**src/rtl/press_pkg.sv**
```systemverilog
// Shared types and elaboration helpers for the push-button front-end.
package press_pkg;

    typedef enum logic [1:0] {
        IDLE      = 2'd0,
        PRESSED   = 2'd1,
        LONG_HELD = 2'd2
    } press_state_t;

    // Whole clock cycles that fit in a duration given in ns.
    function automatic int unsigned ns_to_cycles(input int unsigned t_ns, input int unsigned period_ns);
        return t_ns / period_ns;
    endfunction

    // Bits needed to hold values 0..max_val.
    function automatic int unsigned cnt_width(input int unsigned max_val);
        return (max_val < 1) ? 1 : $clog2(max_val + 1);
    endfunction

endpackage

```
**src/rtl/press_classifier_hold_timer.sv**
```systemverilog
// Hold-duration down-counter; done goes high and stays high once the count reaches 0.
module hold_timer
    import press_pkg::*;
#(
    parameter int unsigned LONG_COUNT = 20
) (
    input  logic clk,
    input  logic resetn,
    input  logic enable,
    input  logic reset_sync,
    output logic done
);

    localparam int unsigned CW = cnt_width(LONG_COUNT - 1);

    logic [CW-1:0] count;

    // Reload whenever the timer is idle so the next enable starts a full interval.
    always_ff @(posedge clk or negedge resetn) begin
        if (!resetn) begin
            count <= CW'(LONG_COUNT - 1);
            done  <= 1'b0;
        end else if (reset_sync || !enable) begin
            count <= CW'(LONG_COUNT - 1);
            done  <= 1'b0;
        end else if (count != '0) begin
            count <= count - CW'(1);
            done  <= (count == CW'(1));
        end
    end

endmodule

```
**src/rtl/press_classifier.sv**
```systemverilog
// Push-button front-end: synchronise, debounce, and classify each press as short or long.
module press_classifier
    import press_pkg::*;
#(
    parameter int unsigned CLK_PERIOD_ns  = 20,
    parameter int unsigned DEBOUNCE_ns    = 10_000_000,
    parameter int unsigned LONG_PRESS_ns  = 1_000_000_000,
    parameter int unsigned BTN_ACTIVE_LOW = 1
) (
    input  logic clk,
    input  logic resetn,
    input  logic btn_in,
    output logic held,
    output logic short_press,
    output logic long_press
);

    localparam int unsigned DEB_COUNT  = ns_to_cycles(DEBOUNCE_ns, CLK_PERIOD_ns);
    localparam int unsigned LONG_COUNT = ns_to_cycles(LONG_PRESS_ns, CLK_PERIOD_ns);
    localparam int unsigned DEB_W      = cnt_width(DEB_COUNT);
    localparam logic        RELEASED   = (BTN_ACTIVE_LOW != 0) ? 1'b1 : 1'b0;

    if (DEB_COUNT < 1) begin : g_deb_chk
        $error("press_classifier: DEB_COUNT must be >= 1");
    end
    if (LONG_COUNT < 2) begin : g_long_chk
        $error("press_classifier: LONG_COUNT must be >= 2");
    end

    logic [1:0]       sync_q;
    logic             btn_s;
    logic [DEB_W-1:0] deb_cnt;
    logic             toggle_c;
    logic             rise_c;
    logic             fall_c;

    press_state_t state, state_d;
    logic         short_d, long_d;
    logic         timer_en_c, timer_rst_c, timer_done;

    // The last window cycle toggles held directly, so held moves DEB_COUNT cycles after btn_s.
    assign toggle_c = (btn_s != held) && (deb_cnt == DEB_W'(DEB_COUNT - 1));
    assign rise_c   = toggle_c && !held;
    assign fall_c   = toggle_c && held;

    // Synchroniser, polarity normalisation and debounce window.
    always_ff @(posedge clk or negedge resetn) begin
        if (!resetn) begin
            sync_q  <= {2{RELEASED}};
            btn_s   <= 1'b0;
            deb_cnt <= '0;
            held    <= 1'b0;
        end else begin
            sync_q <= {sync_q[0], btn_in};
            btn_s  <= sync_q[1] ^ RELEASED;
            if (toggle_c) begin
                held    <= ~held;
                deb_cnt <= '0;
            end else if (btn_s != held) begin
                deb_cnt <= deb_cnt + DEB_W'(1);
            end else begin
                deb_cnt <= '0;
            end
        end
    end

    // FSM follows the debouncer's edge strobes so pulses line up with the held transitions.
    always_ff @(posedge clk or negedge resetn) begin
        if (!resetn) begin
            state       <= IDLE;
            short_press <= 1'b0;
            long_press  <= 1'b0;
        end else begin
            state       <= state_d;
            short_press <= short_d;
            long_press  <= long_d;
        end
    end

    // Release takes priority over done so a coincident release still reads as short.
    always_comb begin
        state_d     = state;
        short_d     = 1'b0;
        long_d      = 1'b0;
        timer_en_c  = 1'b0;
        timer_rst_c = 1'b0;
        unique case (state)
            IDLE: begin
                if (rise_c) begin
                    state_d     = PRESSED;
                    timer_rst_c = 1'b1;
                end
            end
            PRESSED: begin
                timer_en_c = 1'b1;
                if (fall_c) begin
                    short_d = 1'b1;
                    state_d = IDLE;
                end else if (timer_done) begin
                    long_d  = 1'b1;
                    state_d = LONG_HELD;
                end
            end
            LONG_HELD: begin
                if (fall_c) begin
                    state_d = IDLE;
                end
            end
            default: state_d = IDLE;
        endcase
    end

    hold_timer #(
        .LONG_COUNT(LONG_COUNT)
    ) u_hold_timer (
        .clk       (clk),
        .resetn    (resetn),
        .enable    (timer_en_c),
        .reset_sync(timer_rst_c),
        .done      (timer_done)
    );

endmodule

```
**config.mk**
```make
export PLATFORM = sky130hd
export DESIGN_NAME = press_classifier
export DESIGN_NICKNAME = d
export VERILOG_FILES = /design/src/rtl/press_pkg.sv /design/src/rtl/press_classifier_hold_timer.sv /design/src/rtl/press_classifier.sv
export SDC_FILE = /design/constraint.sdc
export NUM_CORES = 1
export LEC_CHECK = 0
export CAP_MARGIN = 20
export CORE_MARGIN = 2
export CORE_UTILIZATION = 45
export CTS_CLUSTER_DIAMETER = 80
export CTS_CLUSTER_SIZE = 10
export DETAILED_ROUTE_END_ITERATION = 7
export PLACE_DENSITY = 0.58
export REMOVE_ABC_BUFFERS = 1
export SLEW_MARGIN = 20
export SYNTH_ARGS = -nofsm -noshare
export SYNTH_HDL_FRONTEND = slang
export SYNTH_HIERARCHICAL = 1
export SYNTH_SLANG_ARGS = --single-unit
```
**constraint.sdc**
```tcl
create_clock -name clk -period 3.9 [get_ports clk]
set_input_delay 0.78 -clock clk [delete_from_list [all_inputs] [get_ports clk]]
set_output_delay 0.78 -clock clk [all_outputs]
set_load 0.05 [all_outputs]
```
Word level (Yosys, flattened, before mapping)
Index checks and enable logic that the tools add are counted.
{"block": "word_totals", "reg_bits": 54, "latch_bits": 0, "ramBits": 0, "romBits": 0, "input_bits": 3, "elab_cells": 50, "memories": 0}
{"block": "classes", "add_sub_neg": 2, "n_mul": 0, "n_div": 0, "n_lt_le_gt_ge": 0, "n_eq_ne": 8, "shifts": 0, "muxes": 19, "bitwise": 2, "n_reduce_logical": 10}
{"operator": "two-way mux 26 bit", "count": 2}
{"operator": "two-way mux 19 bit", "count": 2}
{"operator": "== test 26 x 1 -> 1 bit, second input constant", "count": 1}
{"operator": "nonzero test 26 bit", "count": 1}
{"operator": "subtractor 26 x 1 -> 26 bit, second input constant", "count": 1}
{"operator": "adder 19 x 1 -> 19 bit, second input constant", "count": 1}
{"operator": "== test 19 bit, second input constant", "count": 1}
{"operator": "two-way mux 1 bit", "count": 10}
{"operator": "two-way mux 2 bit", "count": 4}
{"operator": "case mux 2 bit (3 select lines)", "count": 1}
{"operator": "inequality test 2 bit, second input constant", "count": 2}
{"operator": "logical AND 1 bit", "count": 3}
{"operator": "inequality test 3 x 2 -> 1 bit, second input constant", "count": 1}
{"operator": "AND reduction 3 bit", "count": 1}
{"operator": "== test 2 x 1 -> 1 bit, second input constant", "count": 1}
{"operator": "== test 2 bit, second input constant", "count": 1}
{"operator": "zero test 1 bit", "count": 2}
{"operator": "zero test 2 bit", "count": 1}
{"operator": "NOT 1 bit", "count": 2}
{"operator": "nonzero test 2 bit", "count": 1}
{"operator": "logical OR 1 bit", "count": 1}
{"operator": "inequality test 1 bit", "count": 1}

Depth between registers and ports, before layout
Gate-level depths: netlist (run 1).
{"block": "logic_depth", "word_depth": 7, "depth_mapped": 10, "depth_no_buf": 8}

Cells and area by module
Netlist (run 1), hierarchy kept.
{"mod": "hold_timer", "instances": 1, "cells_per_inst": 160, "area_per_inst_um2": 1503.9}
{"mod": "press_classifier", "instances": 1, "cells_per_inst": 125, "area_per_inst_um2": 1283.7}

Worst setup path before layout (run 1)
No wires, ideal clock.
{"block": "synth_path", "path_kind": "register -> register", "from": "register deb_cnt[0]", "to": "register u_hold_timer.count[20]", "setup_ps": 75, "arrival_ps": 2069, "required_ps": 3825, "slack_ps": 1756, "stages_incl_launch_ff": 11, "n_path_buf": 2, "synth_period_minus_slack_ps": 2144, "path_cell_list": "dfrtp_1 -> ha_1 -> and3_1 -> clkbuf_1 -> nand3_1 -> or2_4 -> nor3_1 -> nand2b_1 -> clkbuf_1 -> nor2_1 -> mux2i_1"}
{"block": "synth_via", "elab_chain_cells": 7, "elab_cells_between_ends": 8}
{"element": "start: declaration", "line_no": "press_classifier.sv:32", "rtl": "logic [DEB_W-1:0] deb_cnt;"}
{"element": "start signal: assignment", "line_no": "press_classifier.sv:60", "rtl": "deb_cnt <= deb_cnt + DEB_W'(1);"}
{"element": "== test 19 bit (*)", "line_no": "press_classifier.sv:42", "rtl": "assign toggle_c = (btn_s != held) && (deb_cnt == DEB_W'(DEB_COUNT - 1));"}
{"element": "logical AND 1 bit (*)", "line_no": "press_classifier.sv:42"}
{"element": "logical AND 1 bit (*)", "line_no": "press_classifier.sv:43", "rtl": "assign rise_c = toggle_c && !held;"}
{"element": "two-way mux 1 bit (*)", "line_no": "press_classifier.sv:89", "rtl": "if (rise_c) begin"}
{"element": "two-way mux 1 bit (*)", "line_no": "press_classifier.sv:87", "rtl": "unique case (state)"}
{"element": "named net timer_rst_c", "line_no": "press_classifier.sv:39", "rtl": "logic timer_en_c, timer_rst_c, timer_done;"}
{"element": "logical OR 1 bit (*)", "line_no": "press_classifier_hold_timer.sv:23", "rtl": "end else if (reset_sync || !enable) begin"}
{"element": "two-way mux 26 bit / nonzero test 2 bit (equally long branches)"}
{"element": "end signal: assignment", "line_no": "press_classifier_hold_timer.sv:21", "rtl": "count <= CW'(LONG_COUNT - 1);"}
{"element": "end signal: assignment", "line_no": "press_classifier_hold_timer.sv:24", "rtl": "count <= CW'(LONG_COUNT - 1);"}
{"element": "end signal: assignment", "line_no": "press_classifier_hold_timer.sv:27", "rtl": "count <= count - CW'(1);"}
{"element": "end: declaration", "line_no": "press_classifier_hold_timer.sv:16", "rtl": "logic [CW-1:0] count;"}
The timed path passes the listed nets; every way through them passes the cells marked *.
A chain may end at the register's enable or synchronous reset.

Worst setup path after layout (run 1)
{"block": "layout_path", "from": "register u_hold_timer.count[18]", "to": "register u_hold_timer.count[11]"}
{"block": "layout_via", "elab_chain_cells": 2}
{"element": "nonzero test 26 bit", "line_no": "press_classifier_hold_timer.sv:26", "rtl": "end else if (count != '0) begin"}
{"element": "nonzero test 2 bit (no source line)"}
No other way between the ends.

==> run metrics, run 1 <==
status finished, final reports clean; HP Class flop to flop; Mapped Cells 285; largest family of logic cells by synthesized area simple AND/OR/NAND/NOR gates; Yosys cell types 49; initial DRC count 117; Post-synth EDFFs 0; dpl hpwl 3860 um; critical-path cell list nor4_1 > nand3_1 > o311ai_1 > nor4_1 > mux2i_1; register area share after synthesis 0.494; area share of xor/xnor cells in the synthesized design 0.0691; Clock Latency Late Sink 310 ps; setup_tns 0 ps; H-tree Lvls 2; initial antenna violation count 0; Initial Util 0.468; antenna diode count 0; Lkg Pwr 1.10 nW; Total Nets Final 300; CP Max Fanout 11; Max IR drop VDD 0.133 mV; placed cell areas 2920 um2; Post-Syn Area 2790 um2; #FFs+latches synth 54; vias per cell 5.75; Yosys top cell area share 0.305; share of layout cells above drive strength 1 0.159; Critical Path Most Common Cell nor4_1; mux contribution to synthesized area 0.0202; Post-synth top flop dfrtp_1; critical path class flop to flop; IO Port Bufs 5; Synth warnings 6; final instance area 3030 um2; Slew Limit Fails 0; final hold violations 0; critical path required time 4090 ps; post-CTS sizing 0; io pins 6; asr flop ratio synth 1.00; total number of vias 2127; post-synthesis adder-cell area fraction 0.0135; Final ANT Viol Nets 0; final WL 5470 um; Worst Tran Pin Value 1020 ps; Synth area leaders dfrtp_1, dfstp_2, nor2_1; WP data arrival 2840 ps; mean area per synthesized cell 9.78 um2; Max-Slew Margin vs Limit 0.308; Crit. End Element flop; CTS tree done; crit start category flop; slowest stage cell, crit path o311ai_1; gp weighted congestion 0.810; max_cap viols 0; hold_buf cts 0; clock-pin slew on the worst setup and hold paths 90 ps; drt pass-1 iters 5; post-synthesis compound-gate area fraction 0.0799; Post-CTS Setup Bufs 0; largest net degree at the start of global routing 31; Max clock buf depth 2; Die ar. 6840 um2; P&R area growth vs syn 8.57%; die height 82.7 um; Avg WL per Cell 14.8 um; grt ovf 0; DR DRC count 0; Die X-Extent 82.7 um; clock sinks 54; GRT Overall Usage 0.183; cts bufs inserted 5; # rows 28; Final period util 0.681; Clock Skew 9.49 ps; CP max stage delay 980 ps; vias in the first global route 1906; P per Cell Area 319 nW/um2; core area 5960 um2; simple-gate area share of the yosys netlist 0.302; final setup vio count 0; Fmax 0.377 GHz; Final min period 2650 ps; post-synth top area cell dfrtp_1; Root Buffer clkbuf_8; first-pass GRT wire length 9490 um; unrepaired setup endpoints after global routing false
-- cell families after synthesis --
logic type | count (synthesis)
and+or+nand+nor | 150
muxes | 5
buffers and inverters | 14
DFF | 54
adders and majority gates | 3
AOI/OAI and AO/OA | 37
xor gates and xnor gates | 22
-- flip-flops by register name (all words and copies together) (netlist names) --
| name | count |
|---|---|
| btn_s | 1 |
| deb_cnt | 19 |
| held | 1 |
| long_press | 1 |
| short_press | 1 |
| state | 2 |
| sync_q | 2 |
| u_hold_timer/count | 26 |
| u_hold_timer/done | 1 |
-- power breakdown --
group          internal, mW  switching [mW]  leakage (nW)
Clock                 0.189           0.185        0.0579
Combinational       0.00578          0.0164         0.360
Sequential            0.565         0.00358         0.681
Total                 0.761           0.205          1.10
-- path summary, 6_finish.rpt --
path	slack [ps]	cells past startpoint	start	end
min in group asynchronous	490	1	resetn	long_press
max in group asynchronous	2670	2	resetn	sync_q[1]
setup reg to reg	1250	5	u_hold_timer/count[18]	u_hold_timer/count[11]
hold / removal	370	0	sync_q[0]	sync_q[1]
hold reg to reg	370	0	sync_q[0]	sync_q[1]
setup / recovery	1250	5	u_hold_timer/count[18]	u_hold_timer/count[11]
-- synthesized netlist by cell type (3+ instances only) --
cell / instances
dfrtp_1: 34
nor2_1: 29
dfstp_2: 20
nand3_1: 19
nand2_1: 18
or3_1: 15
nor4_1: 14
o21ai_0: 14
xor2_1: 12
a21oi_1: 11
xnor2_1: 10
inv_1: 8
nor3_1: 8
or4_1: 7
nand2b_1: 6
nand4_1: 5
o31ai_1: 4
and2_1: 3
clkbuf_1: 3
ha_1: 3
mux2i_1: 3
nand3b_1: 3
nor2b_1: 3
o211ai_1: 3
-- critical path, delay by kind of cell (launching register included) --
| family | cells | cell delay [ps] |
|---|---|---|
| simple gates | 3 | 960 |
| compound gates | 1 | 980 |
| flops | 1 | 430 |
| mux | 1 | 160 |
-- cell type report --
type / count / area (um2)
Tap cell: 75 / 93.8
Inverter: 8 / 30.0
Timing Repair Buffer: 8 / 67.6
Clock inverter: 3 / 40.0
Multi-Input combinational cell: 217 / 1350
Sequential cell: 54 / 1380
Clock buffer: 5 / 68.8
Fill cell: 578 / 2930
-- per-stage QoR --
step | worst slack [ps] | util | cells | total power [mW] | hold WS, ps
floorplan | 1710 | - | 279 | 0.585 | 345
global placement | 1370 | 0.490 | 362 | 0.603 | 354
detailed placement | 1310 | 0.490 | 362 | 0.603 | 353
CTS | 1290 | 0.508 | 370 | 0.979 | 368
global route | 1010 | 0.508 | 370 | 1.01 | 373
finish | 1250 | 0.508 | 370 | 0.965 | 367
-- per-layer routing --
layer	global-route usage	up-vias	wire length (um)
met5	0	-	0
met4	0.0443	0	57
met3	0.0391	5	169
met2	0.254	27	2280
met1	0.287	1049	2960
li1	-	1046	-
-- cell usage in the layout (no fill, tap or decap), types with 8 or more instances in the layout --
cell,Yosys,layout
a21oi_1,11,11
dfrtp_1,34,34
dfstp_2,20,20
inv_1,8,8
nand2_1,18,18
nand3_1,19,19
nor2_1,29,29
nor3_1,8,8
nor4_1,14,14
o21ai_0,14,14
or3_1,15,15
xnor2_1,10,10
xor2_1,12,12
Note: power is estimated with default switching activity, not from simulation.
==> inputs of run 2 (changes only) <==
Clock period 3.9 ns to 2.67 ns, I/O delays scaled along.
==> run 2 against run 1 <==
  * Wire length shrank 0.44%
  * Cell count grew 1.6%
  * Non-clock buffer count grew 6
  * Largest power group unchanged
  * Clock skew shrank 1.1 ps
  * Clock-buffer cell count grew 1
  * Critical endpoint is now u_hold_timer/count[20]
  * Critical path depth grew 4
  * Die area is the same
  * Register-to-register slack lost 870 ps
  * Global-route usage grew 0.17 points
==> run metrics, run 2 (synthesized netlist as in run 1, its figures left out) <==
status finished, final reports clean; share of layout cells above drive strength 1 0.176; vias per cell 5.61; crit start category flop; clock sinks 54; Biggest register u_hold_timer/count; Crit. End Element flop; initial DRC count 175; fin util 0.516; Max IR drop VDD 0.213 mV; final hold violations 0; Die X-Extent 82.7 um; drt pass-1 iters 4; P&R area growth vs syn 10.3%; first-pass GRT wire length 9610 um; WP data arrival 2540 ps; critical path class flop to flop; cts bufs inserted 5; Lkg Pwr 1.12 nW; gp weighted congestion 0.820; H-tree Lvls 2; grt ovf 0; Layout fillers 560; Avg WL per Cell 14.5 um; IO Port Bufs 5; die height 82.7 um; antenna diode count 0; part of the power in the clock network 0.390; P per Cell Area 460 nW/um2; Clock Latency Late Sink 310 ps; commonest non-fill, non-tap cell in the layout dfrtp_1; Worst Tran Pin Value 732 ps; Fmax 0.436 GHz; clock-pin slew on the worst setup and hold paths 100 ps; # rows 28; sw frac 0.213; dpl cells 368; most frequent cells in the layout dfrtp_1, nor2_1, dfstp_2; Max-Slew Margin vs Limit 0.512; unrepaired setup endpoints after global routing false; vias in the first global route 1979; Slew Limit Fails 0; worst hold slack 233 ps; max reg flops 26; core area 5960 um2; largest net degree at the start of global routing 28; dpl hpwl 3880 um; HP Class input port to asynchronous set/reset pin; Final period util 0.860; Pwr Total 1.42 mW; DR DRC count 0; final setup vio count 0; Total Nets Final 306; Max clock buf depth 2; Sw Pwr 0.301 mW; final WL 5450 um; GRT Overall Usage 0.185; total number of vias 2108; Final ANT Viol Nets 0; io pins 6; Final min period 2300 ps; CP Max Fanout 8; setup_tns 0 ps; critical path required time 2920 ps; biggest regs u_hold_timer/count (26), deb_cnt (19); Root Buffer clkbuf_8; max_cap viols 0; CTS tree done; Die ar. 6840 um2; Clock Skew 8.37 ps; Initial Util 0.468; Comb pwr share 0.023; internal power 1.11 mW; Seq pwr share 0.587; hold_buf cts 0; fin cells 376; initial antenna violation count 0
run 2: layer usage:
| layer | track usage | up-vias | share of wire |
|---|---|---|---|
| met5 | 0 | - | 0 |
| met4 | 0.0492 | 0 | 0.0061 |
| met3 | 0.0359 | 2 | 0.035 |
| met2 | 0.251 | 44 | 0.41 |
| met1 | 0.294 | 1007 | 0.55 |
| li1 | - | 1055 | - |
run 2: power groups by stage:
stage	combinational [mW]	clock, mW	sequential (mW)
after floorplan	0.00954	0	0.845
after global routing	0.0379	0.604	0.833
final	0.0320	0.553	0.831
after detailed placement	0.0338	0	0.846
after CTS	0.0340	0.571	0.831
after global placement	0.0343	0	0.845
run 2: timing repair:
| action | in CTS | in global routing |
|---|---|---|
| setup endpoints to repair | 0 | 1 |
| hold endpoints to repair | 0 | 0 |
| setup buffers | 0 | 0 |
| resized for setup | 0 | 1 |
run 2: final cells by class:
class | instances | area [um2] | area share
Tap cell | 75 | 93.8 | 0.0305
Inverter | 8 | 30.0 | 0.00976
Clock buffer | 6 | 72.6 | 0.0236
Timing Repair Buffer | 14 | 113 | 0.0366
Sequential cell | 54 | 1380 | 0.448
Clock inverter | 2 | 37.5 | 0.0122
Multi-Input combinational cell | 217 | 1350 | 0.440
run 2: worst max-delay path, cell delays in order (launching register included):
cell and delay (ps):
dfrtp_1 400, ha_1 210, and3_1 290, nand3_1 200, or2_4 290, nor3_1 250, nand2b_1 220, buf_4 200
nor2_1 50, mux2i_1 120
run 2: final timing paths:
check / depth (start not counted) / endpoint / slack [ps] / startpoint
hold / removal: 1 / deb_cnt[18] / 230 / resetn
hold reg to reg: 0 / sync_q[1] / 360 / sync_q[0]
setup reg to reg: 9 / u_hold_timer/count[20] / 370 / deb_cnt[0]
max in group asynchronous: 2 / u_hold_timer/count[17] / 1730 / resetn
min in group clk: 0 / sync_q[1] / 360 / sync_q[0]
setup / recovery: 9 / u_hold_timer/count[20] / 370 / deb_cnt[0]
run 2: stage by stage:
stage | setup WS [ps] | cell area (um2)
2_1_floorplan | 478 | 2760
4_1_cts | 159 | 3070
3_3_place_gp | 325 | 2960
3_5_place_dp | 209 | 2960
5_1_grt | 19.0 | 3080
6_report | 374 | 3080
==> inputs of run 3 (changes only) <==
Settings changed: CTS_CLUSTER_DIAMETER 80 to 30, SETUP_SLACK_MARGIN set to 0.05.
==> results of run 3 <==
The final DEF is identical to that of run 2. Status: finished, final reports clean.
